File: src/rtl/seq_mul_hs.sv
// Iterative shift-and-add multiplier (WIDTH x WIDTH -> 2*WIDTH) with valid/ready on both sides.
// Define SEQ_MUL_EARLY_TERM_EN for data-dependent latency; default build is constant-time.
module seq_mul_hs #(
    parameter int WIDTH  = 32,
    parameter int SIGNED = 0
) (
    input  logic                 clk,
    input  logic                 rst_n,
    input  logic                 in_valid,
    output logic                 in_ready,
    input  logic [WIDTH-1:0]     a,
    input  logic [WIDTH-1:0]     b,
    output logic                 out_valid,
    input  logic                 out_ready,
    output logic [2*WIDTH-1:0]   out_prod,
    output logic                 busy
);
    localparam int CNT_W = $clog2(WIDTH) + 1;

    typedef enum logic [1:0] {
        S_IDLE = 2'd0,
        S_RUN  = 2'd1,
        S_DONE = 2'd2
    } state_t;

    state_t               state_q, state_d;
    logic [WIDTH-1:0]     a_q, b_q;
    logic [2*WIDTH-1:0]   acc_q, prod_q;
    logic [CNT_W-1:0]     cnt_q;
    logic                 neg_q;
    logic [2*WIDTH-1:0]   partial_s, acc_sum_s;
    logic                 term_s;

    // Operands are reduced to magnitudes; -2^(W-1) maps to 2^(W-1), which still fits unsigned.
    function automatic logic [WIDTH-1:0] mag_f(input logic [WIDTH-1:0] v);
        if ((SIGNED != 0) && v[WIDTH-1]) begin
            mag_f = ~v + {{(WIDTH-1){1'b0}}, 1'b1};
        end else begin
            mag_f = v;
        end
    endfunction

    function automatic logic [2*WIDTH-1:0] neg_f(input logic [2*WIDTH-1:0] v);
        neg_f = ~v + {{(2*WIDTH-1){1'b0}}, 1'b1};
    endfunction

    // Partial product, running sum and loop termination for the current RUN cycle.
    always_comb begin
        partial_s = {(2*WIDTH){1'b0}};
        if (b_q[0]) begin
            partial_s = {{WIDTH{1'b0}}, a_q} << cnt_q;
        end else begin
            partial_s = {(2*WIDTH){1'b0}};
        end
        acc_sum_s = acc_q + partial_s;
`ifdef SEQ_MUL_EARLY_TERM_EN
        term_s = (b_q[WIDTH-1:1] == {(WIDTH-1){1'b0}}) || (cnt_q == CNT_W'(WIDTH-1));
`else
        term_s = (cnt_q == CNT_W'(WIDTH-1));
`endif
    end

    // FSM state register.
    always_ff @(posedge clk or negedge rst_n) begin
        if (!rst_n) begin
            state_q <= S_IDLE;
        end else begin
            state_q <= state_d;
        end
    end

    // FSM next-state logic.
    always_comb begin
        state_d = state_q;
        case (state_q)
            S_IDLE: begin
                if (in_valid) state_d = S_RUN;
                else          state_d = S_IDLE;
            end
            S_RUN: begin
                if (term_s) state_d = S_DONE;
                else        state_d = S_RUN;
            end
            S_DONE: begin
                if (out_ready) state_d = S_IDLE;
                else           state_d = S_DONE;
            end
            default: state_d = S_IDLE;
        endcase
    end

    // FSM output decode; product is registered on the terminating edge so it is stable in DONE.
    always_comb begin
        in_ready  = 1'b0;
        out_valid = 1'b0;
        busy      = 1'b1;
        out_prod  = prod_q;
        case (state_q)
            S_IDLE:  begin in_ready = 1'b1; busy = 1'b0; end
            S_RUN:   begin in_ready = 1'b0; busy = 1'b1; end
            S_DONE:  begin out_valid = 1'b1; busy = 1'b1; end
            default: begin in_ready = 1'b0; busy = 1'b1; end
        endcase
    end

    // Datapath: latch operands on accept, then retire one multiplier bit per cycle.
    always_ff @(posedge clk or negedge rst_n) begin
        if (!rst_n) begin
            a_q    <= {WIDTH{1'b0}};
            b_q    <= {WIDTH{1'b0}};
            acc_q  <= {(2*WIDTH){1'b0}};
            prod_q <= {(2*WIDTH){1'b0}};
            cnt_q  <= {CNT_W{1'b0}};
            neg_q  <= 1'b0;
        end else begin
            case (state_q)
                S_IDLE: begin
                    if (in_valid) begin
                        a_q   <= mag_f(a);
                        b_q   <= mag_f(b);
                        neg_q <= (SIGNED != 0) ? (a[WIDTH-1] ^ b[WIDTH-1]) : 1'b0;
                        acc_q <= {(2*WIDTH){1'b0}};
                        cnt_q <= {CNT_W{1'b0}};
                    end
                end
                S_RUN: begin
                    acc_q <= acc_sum_s;
                    b_q   <= b_q >> 1;
                    cnt_q <= cnt_q + {{(CNT_W-1){1'b0}}, 1'b1};
                    if (term_s) begin
                        prod_q <= neg_q ? neg_f(acc_sum_s) : acc_sum_s;
                    end
                end
                default: begin
                    prod_q <= prod_q;
                end
            endcase
        end
    end
endmodule

File: config.mk
export PLATFORM = sky130hd
export DESIGN_NAME = seq_mul_hs
export DESIGN_NICKNAME = d
export VERILOG_FILES = /design/src/rtl/seq_mul_hs.sv
export SDC_FILE = /design/constraint.sdc
export NUM_CORES = 1
export LEC_CHECK = 0
export CORE_UTILIZATION = 25
export DETAILED_ROUTE_END_ITERATION = 6
export PLACE_DENSITY_LB_ADDON = 0.2
export SLEW_MARGIN = 20
export SYNTH_ARGS = -nofsm -noshare
export SYNTH_HDL_FRONTEND = slang
export SYNTH_SLANG_ARGS = --single-unit
File: constraint.sdc
create_clock -name clk -period 5.1 [get_ports clk]
set_input_delay 0.51 -clock clk [delete_from_list [all_inputs] [get_ports clk]]
set_output_delay 0.51 -clock clk [all_outputs]
set_load 0.02 [all_outputs]
==> flow_summary.toml, run 1 <==
[drt]
drtIter0Drc = 735
ant_nets = 0
num_vias = 13042
vias_per_cell = 4.98
first_pass_iters = 5
remaining_drc_errors = 0
routedWlPerCell_um = 19.6
routed_wl_um = 51200

[setup_path]
rr_worst_depth = 20
path_max_fanout = 27
path_delay_family = "simple AND/OR/NAND/NOR gates"
cp.depth = 20
crit_type = "flip-flop to flip-flop"
path_buf_inv = 2
crit_slowest_cell = "ha_1"
ff2ff_setup_slack_ps = 290
cp-start-kind = "flip-flop"
crit_path_cell_trace = "buf_12 > mux2_2 > nor2_1 > a21oi_1 > mux2_2 > mux2i_1 > nor2_1 > a31oi_1 > o22ai_1 > and2_1 > ha_1 > nand4_1 > or2_2 > nor4_1 > o211ai_1 > nand2b_1 > a31oi_2 > buf_4 > or4_1 > nand3_1"
slowest_delay_ps = 420
end_kind = "flip-flop"
arrival_ps = 5250
r2r-start = "cnt_q[1]$_DFFE_PN0P_"
worstReg2RegEnd = "out_prod[57]$_DFFE_PN0P_"
cp.required_ps = 5540

[synth]
yosysWarnings = 0
synth_fp_nets = 1836
postSynth.asyncResetShare_pct = 100
synth-seq-cells = 200
synth_area_per_cell_sq_um = 8.19
synth_top_area_cell = "dfrtp_1"
synthFlopType = "dfrtp_1"
synthTopCellsByArea = "dfrtp_1 36%, nand2_1 7.7%, ha_1 5.7%"
synth_most_common_cell = "nand2_1"
synth.distinct_cells = 69
syn_inst = 1703
ys_seq_area_share_pct = 35.9
synth_top_cells_by_count = "286 x nand2_1, 200 x dfrtp_1, 155 x nor2_1"
synth_edf_count = 0
syn_area_sq_um = 14000
synth.top_cell.area_share_pct = 35.9

[clock_tree]
cts_buffers = 17
cts_root_buf = "clkbuf_16"
clk-insertion-delay-late_ps = 510
h-tree-depth = 4
cts_tree = "yes"
cts.sinks = 200
clockBufferDepth = 2
clk_pin_slew_ps = 80

[timing]
finClkSkew_ps = 18.5
whs_ps = -10.5
final_max_slew_viol_count = 0
setup_viol = 0
hold_viol = 2
setup_tns_ps = 0
fmax_mhz = 208
rsz0062_at_grt = "false"
relSlewSlack_pct = 30.0
finalCritPeriodShare_pct = 94.3
period_minus_slack_ps = 4810
layout_setup_ws_ps = 291
worst-slew-pin-transition_ps = 1050

[global_route]
grt_max_degree = 108
first_global_vias = 13098
antenna_found_initial = 0
grt_pass1_wl_um = 79800
grt_overflow_total = 0
track_usage_pct = 18.5

[pwr]
ir_worst_vdd_uv = 306
leakagePower_uw = 0.00763
power_density_nw_per_um2 = 850

[floorplan]
ioPinCount = 135
rows = 86
die_y_um = 238
core_area_sq_um = 55100
dieArea_sq_um = 56800
die_width_um = 238
initial_core_util_pct = 25.3

[place]
place.gp.congestion = 0.899
place_ws_ps = 209
numPortBuffers = 134
dpl.hpwl_um = 39500

[layout]
drive_gt1_share_pct = 12.0
fin_nets = 1991
syn2layout_area_growth_pct = 24.3

[outcome]
status = "complete, but fails checks"
violations = "negative hold slack"

[run]
drv_cap = 0

[min_path]
hold_class = "primary input to async pin"
-- metal layers --
layer	track usage, %	vias up	share of wire (%)
li1	-	6386	-
met1	25.4	6316	49
met2	29.3	295	45
met5	0	-	0
met4	5.48	0	1.9
met3	3.66	45	4.0
-- report_power, final --
group	leakage [uW]	switching (uW)	internal, uW
sequential	0.00252	561	2330
clock	0.000274	729	659
combinational	0.00483	6190	4270
-- through the flow --
stage / power, uW / cell area [sq um] / util (%) / cells
4_1_cts: 14800 / 17300 / 31.4 / 2619
3_3_place_gp: 13300 / 16700 / 30.4 / 2587
5_1_grt: 16000 / 17300 / 31.5 / 2619
6_report: 14700 / 17300 / 31.5 / 2620
3_5_place_dp: 13300 / 16700 / 30.4 / 2587
2_1_floorplan: 9260 / 14000 / - / 1703
-- state kept, by name (all words and copies together) (netlist names) --
signal	cells
a_q	32
out_prod	64
acc_q	64
b_q	32
cnt_q	6
state_q	2
-- logic make-up (layout without fill, tap and decap cells) --
| logic type | after synthesis | after routing | synth area share (%) |
|---|---|---|---|
| adder cells (fa/ha/maj) | 65 | 65 | 5.88 |
| flip-flops | 200 | 200 | 35.9 |
| multiplexers | 99 | 99 | 8.04 |
| AND/OR/NAND/NOR | 660 | 660 | 21.3 |
| buffers and inverters | 144 | 312 | 4.13 |
| AO/OA/AOI/OAI | 478 | 478 | 21.2 |
| other | 0 | 1 | 0 |
| XOR/XNOR | 57 | 57 | 3.63 |
-- final cells by class --
type                            instances  area, sq um
Antenna cell                            1         2.50
Fill cell                            5955        37700
Inverter                               29          110
Multi-Input combinational cell       1359         8450
Clock buffer                           18          439
Clock inverter                         14          131
Sequential cell                       200         5010
Timing Repair Buffer                  251         2270
Tap cell                              748          936
-- how the worst max path moves through the flow --
| stage | start | endpoint | slack (ps) |
|---|---|---|---|
| floorplan | cnt_q[1]$_DFFE_PN0P_ | acc_q[59]$_DFFE_PN0P_ | 650 |
| global placement | cnt_q[1]$_DFFE_PN0P_ | acc_q[63]$_DFFE_PN0P_ | 80 |
| detailed placement | cnt_q[1]$_DFFE_PN0P_ | acc_q[63]$_DFFE_PN0P_ | 210 |
| CTS | cnt_q[1]$_DFFE_PN0P_ | out_prod[59]$_DFFE_PN0P_ | 190 |
| global route | cnt_q[1]$_DFFE_PN0P_ | out_prod[62]$_DFFE_PN0P_ | 6 |
| finish | cnt_q[1]$_DFFE_PN0P_ | out_prod[57]$_DFFE_PN0P_ | 290 |
-- timing repair --
item                                    in CTS  in global routing
hold buffers                                 0                  0
endpoints found under the setup margin       0                 13
resized for setup                            0                 13
buffers inserted                             0                  0
-- layout by cell type (no fill, tap or decap), types with 8 or more instances in the layout --
cell	instances
nand2_1	284
dfrtp_1	198
nor2_1	153
clkdlybuf4s50_1	133
o21ai_0	129
buf_4	113
a21oi_1	111
ha_1	63
nand3_1	54
mux2i_1	50
o22ai_1	45
nor2b_1	40
mux2_2	39
a21o_1	36
xnor2_1	34
nand4_1	31
inv_1	26
nor3_1	26
a22o_1	26
o21ai_1	22
and2_1	22
xor2_1	22
o21bai_1	18
clkbuf_16	17
a22oi_1	16
o21a_1	11
or3_1	9
o31ai_1	9
a31oi_1	8
Power figures use the tool's default switching activity.
==> run 2: changes to the inputs <==
--- a/config.mk
+++ b/config.mk
@@ -5,8 +5,9 @@
 export SDC_FILE = /design/constraint.sdc
 export NUM_CORES = 1
 export LEC_CHECK = 0
-export CORE_UTILIZATION = 25
+export CORE_UTILIZATION = 35
 export DETAILED_ROUTE_END_ITERATION = 6
+export MAX_ROUTING_LAYER = met4
 export PLACE_DENSITY_LB_ADDON = 0.2
 export SLEW_MARGIN = 20
 export SYNTH_ARGS = -nofsm -noshare
==> run 2 against run 1 <==
  * The run now ends clean
  * Clock power is essentially flat
  * Setup slack got worse by 76 ps
  * Count of clock-buffer cells in the layout is 1 lower
  * First-iteration DRC count grew 41%
  * Sequential power barely moved
  * Sequential share of layout area grew 0.72 points
  * Critical endpoint is now out_prod[40]$_DFFE_PN0P_
  * Largest cell class unchanged
  * Highest routed layer unchanged
==> flow_summary.toml, run 2 (synthesized netlist as in run 1, its figures left out) <==
[outcome]
status = "finished, final reports clean"

[place]
place.gp.congestion = 0.980
place_inst = 2333
dpl.hpwl_um = 37000
place_area_sq_um = 16200
numPortBuffers = 134
place_ws_ps = -73.3

[global_route]
use_met3_pct = 3.17
track_usage_pct = 24.8
grtUsageMet1_pct = 33.2
antenna_found_initial = 0
use_met2_pct = 40.0
grt_max_degree = 109
grt_overflow_total = 0
grt_busiest_layer = "met2"
grt_pass1_wl_um = 76100
first_global_vias = 13122

[setup_path]
cp.required_ps = 5460
path_max_fanout = 12
crit_type = "flip-flop to flip-flop"
end_kind = "flip-flop"
ff2ff_setup_slack_ps = 210
arrival_ps = 5250
cp-start-kind = "flip-flop"

[timing]
final_max_slew_viol_count = 0
setup_tns_ps = 0
rsz0062_at_grt = "false"
fmax_mhz = 205
hold_viol = 0
setup_viol = 0
period_minus_slack_ps = 4890
worst-slew-pin-transition_ps = 966
finalCritPeriodShare_pct = 95.8
finClkSkew_ps = 16.8
layout_setup_ws_ps = 215
relSlewSlack_pct = 34.8

[layout]
syn2layout_area_growth_pct = 21.3
final_cell_mix = "284 x nand2_1, 198 x dfrtp_1, 152 x nor2_1"
final_common_cell = "nand2_1"
fin_nets = 1970
final_cell_count_no_fill = 2368
design_area_sq_um = 16900
diodes = 0
drive_gt1_share_pct = 11.4

[floorplan]
dieArea_sq_um = 40700
ioPinCount = 135
die_y_um = 202
die_width_um = 202
rows = 72
initial_core_util_pct = 35.8
core_area_sq_um = 39000

[pwr]
p_total_uw = 14300
ir_worst_vdd_uv = 291
power_density_nw_per_um2 = 848
leakagePower_uw = 0.00753

[drt]
drtIter0Drc = 1038
remaining_drc_errors = 0
vias_per_cell = 5.48
num_vias = 12969
first_pass_iters = 7
ant_nets = 0
routed_wl_um = 48000
routedWlPerCell_um = 20.3

[clock_tree]
h-tree-depth = 4
clk-insertion-delay-late_ps = 480
cts_tree = "yes"
cts_hold_buf = 0
clockBufferDepth = 2
cts_root_buf = "clkbuf_16"
clk_pin_slew_ps = 80
cts.sinks = 200
cts_buffers = 17

[min_path]
hold_class = "primary input to async pin"

[run]
drv_cap = 0
run 2: final cells by class:
| cell class | count | area (sq um) |
|---|---|---|
| fillers | 3922 | 22100 |
| multi-input cells | 1359 | 8480 |
| flip-flops and latches | 200 | 5010 |
| repair buffers | 230 | 2090 |
| well taps | 518 | 648 |
| clock buffers | 17 | 425 |
| clock inverters | 15 | 159 |
| inverters | 29 | 109 |
run 2: critical path: stages (launching register included):
cell and delay [ps]:
dfrtp_4 520, buf_6 200, mux2_2 400, mux4_2 540
o21ai_1 260, o22ai_1 170, nor2b_1 170, ha_1 370
a21oi_1 250, o21ai_0 130, a221oi_1 340, o2111ai_1 200
o21ai_1 390, buf_4 240, and2_1 230, xnor2_1 100
mux2_2 270
run 2: power breakdown:
part	internal, uW	switching (uW)	total (uW)	leakage (uW)
sequential	2330	545	2870	0.00252
clock	696	721	1420	0.000284
combinational	4030	6030	10100	0.00472
total	7060	7290	14300	0.00753
run 2: final timing paths:
path | start | end | depth (start not counted)
setup / recovery | cnt_q[1]$_DFFE_PN0P_ | out_prod[40]$_DFFE_PN0P_ | 16
hold / removal | rst_n | out_prod[15]$_DFFE_PN0P_ | 1
setup reg to reg | cnt_q[1]$_DFFE_PN0P_ | out_prod[40]$_DFFE_PN0P_ | 16
hold reg to reg | out_prod[13]$_DFFE_PN0P_ | out_prod[13]$_DFFE_PN0P_ | 2
max in group asynchronous | rst_n | acc_q[60]$_DFFE_PN0P_ | 2
min in group clk | out_prod[13]$_DFFE_PN0P_ | out_prod[13]$_DFFE_PN0P_ | 2
run 2: metal layers:
layer	vias up	wire length, um
met5	-	0
met4	0	456
met2	291	22700
li1	6339	-
met3	34	1850
met1	6305	23000
run 2: through the flow:
step / utilization (%) / hold slack (ps)
3_5_place_dp: 41.6 / 464
3_3_place_gp: 41.6 / 458
6_report: 43.4 / 50.7
4_1_cts: 43.2 / 111
2_1_floorplan: - / 214
5_1_grt: 43.4 / 131
run 2: timing repair:
item,CTS,global route
resized for setup,2,20
setup buffers,0,3
pin swaps,0,1
endpoints found under the setup margin,6,39
gates cloned,0,0
==> run 3: changes to the inputs <==
--- a/config.mk
+++ b/config.mk
@@ -5,6 +5,7 @@
 export SDC_FILE = /design/constraint.sdc
 export NUM_CORES = 1
 export LEC_CHECK = 0
+export CAP_MARGIN = 20
 export CORE_UTILIZATION = 35
 export DETAILED_ROUTE_END_ITERATION = 6
 export MAX_ROUTING_LAYER = met4
==> results of run 3 <==
Same layout as run 2: the final DEF is identical, and so are final timing and power.
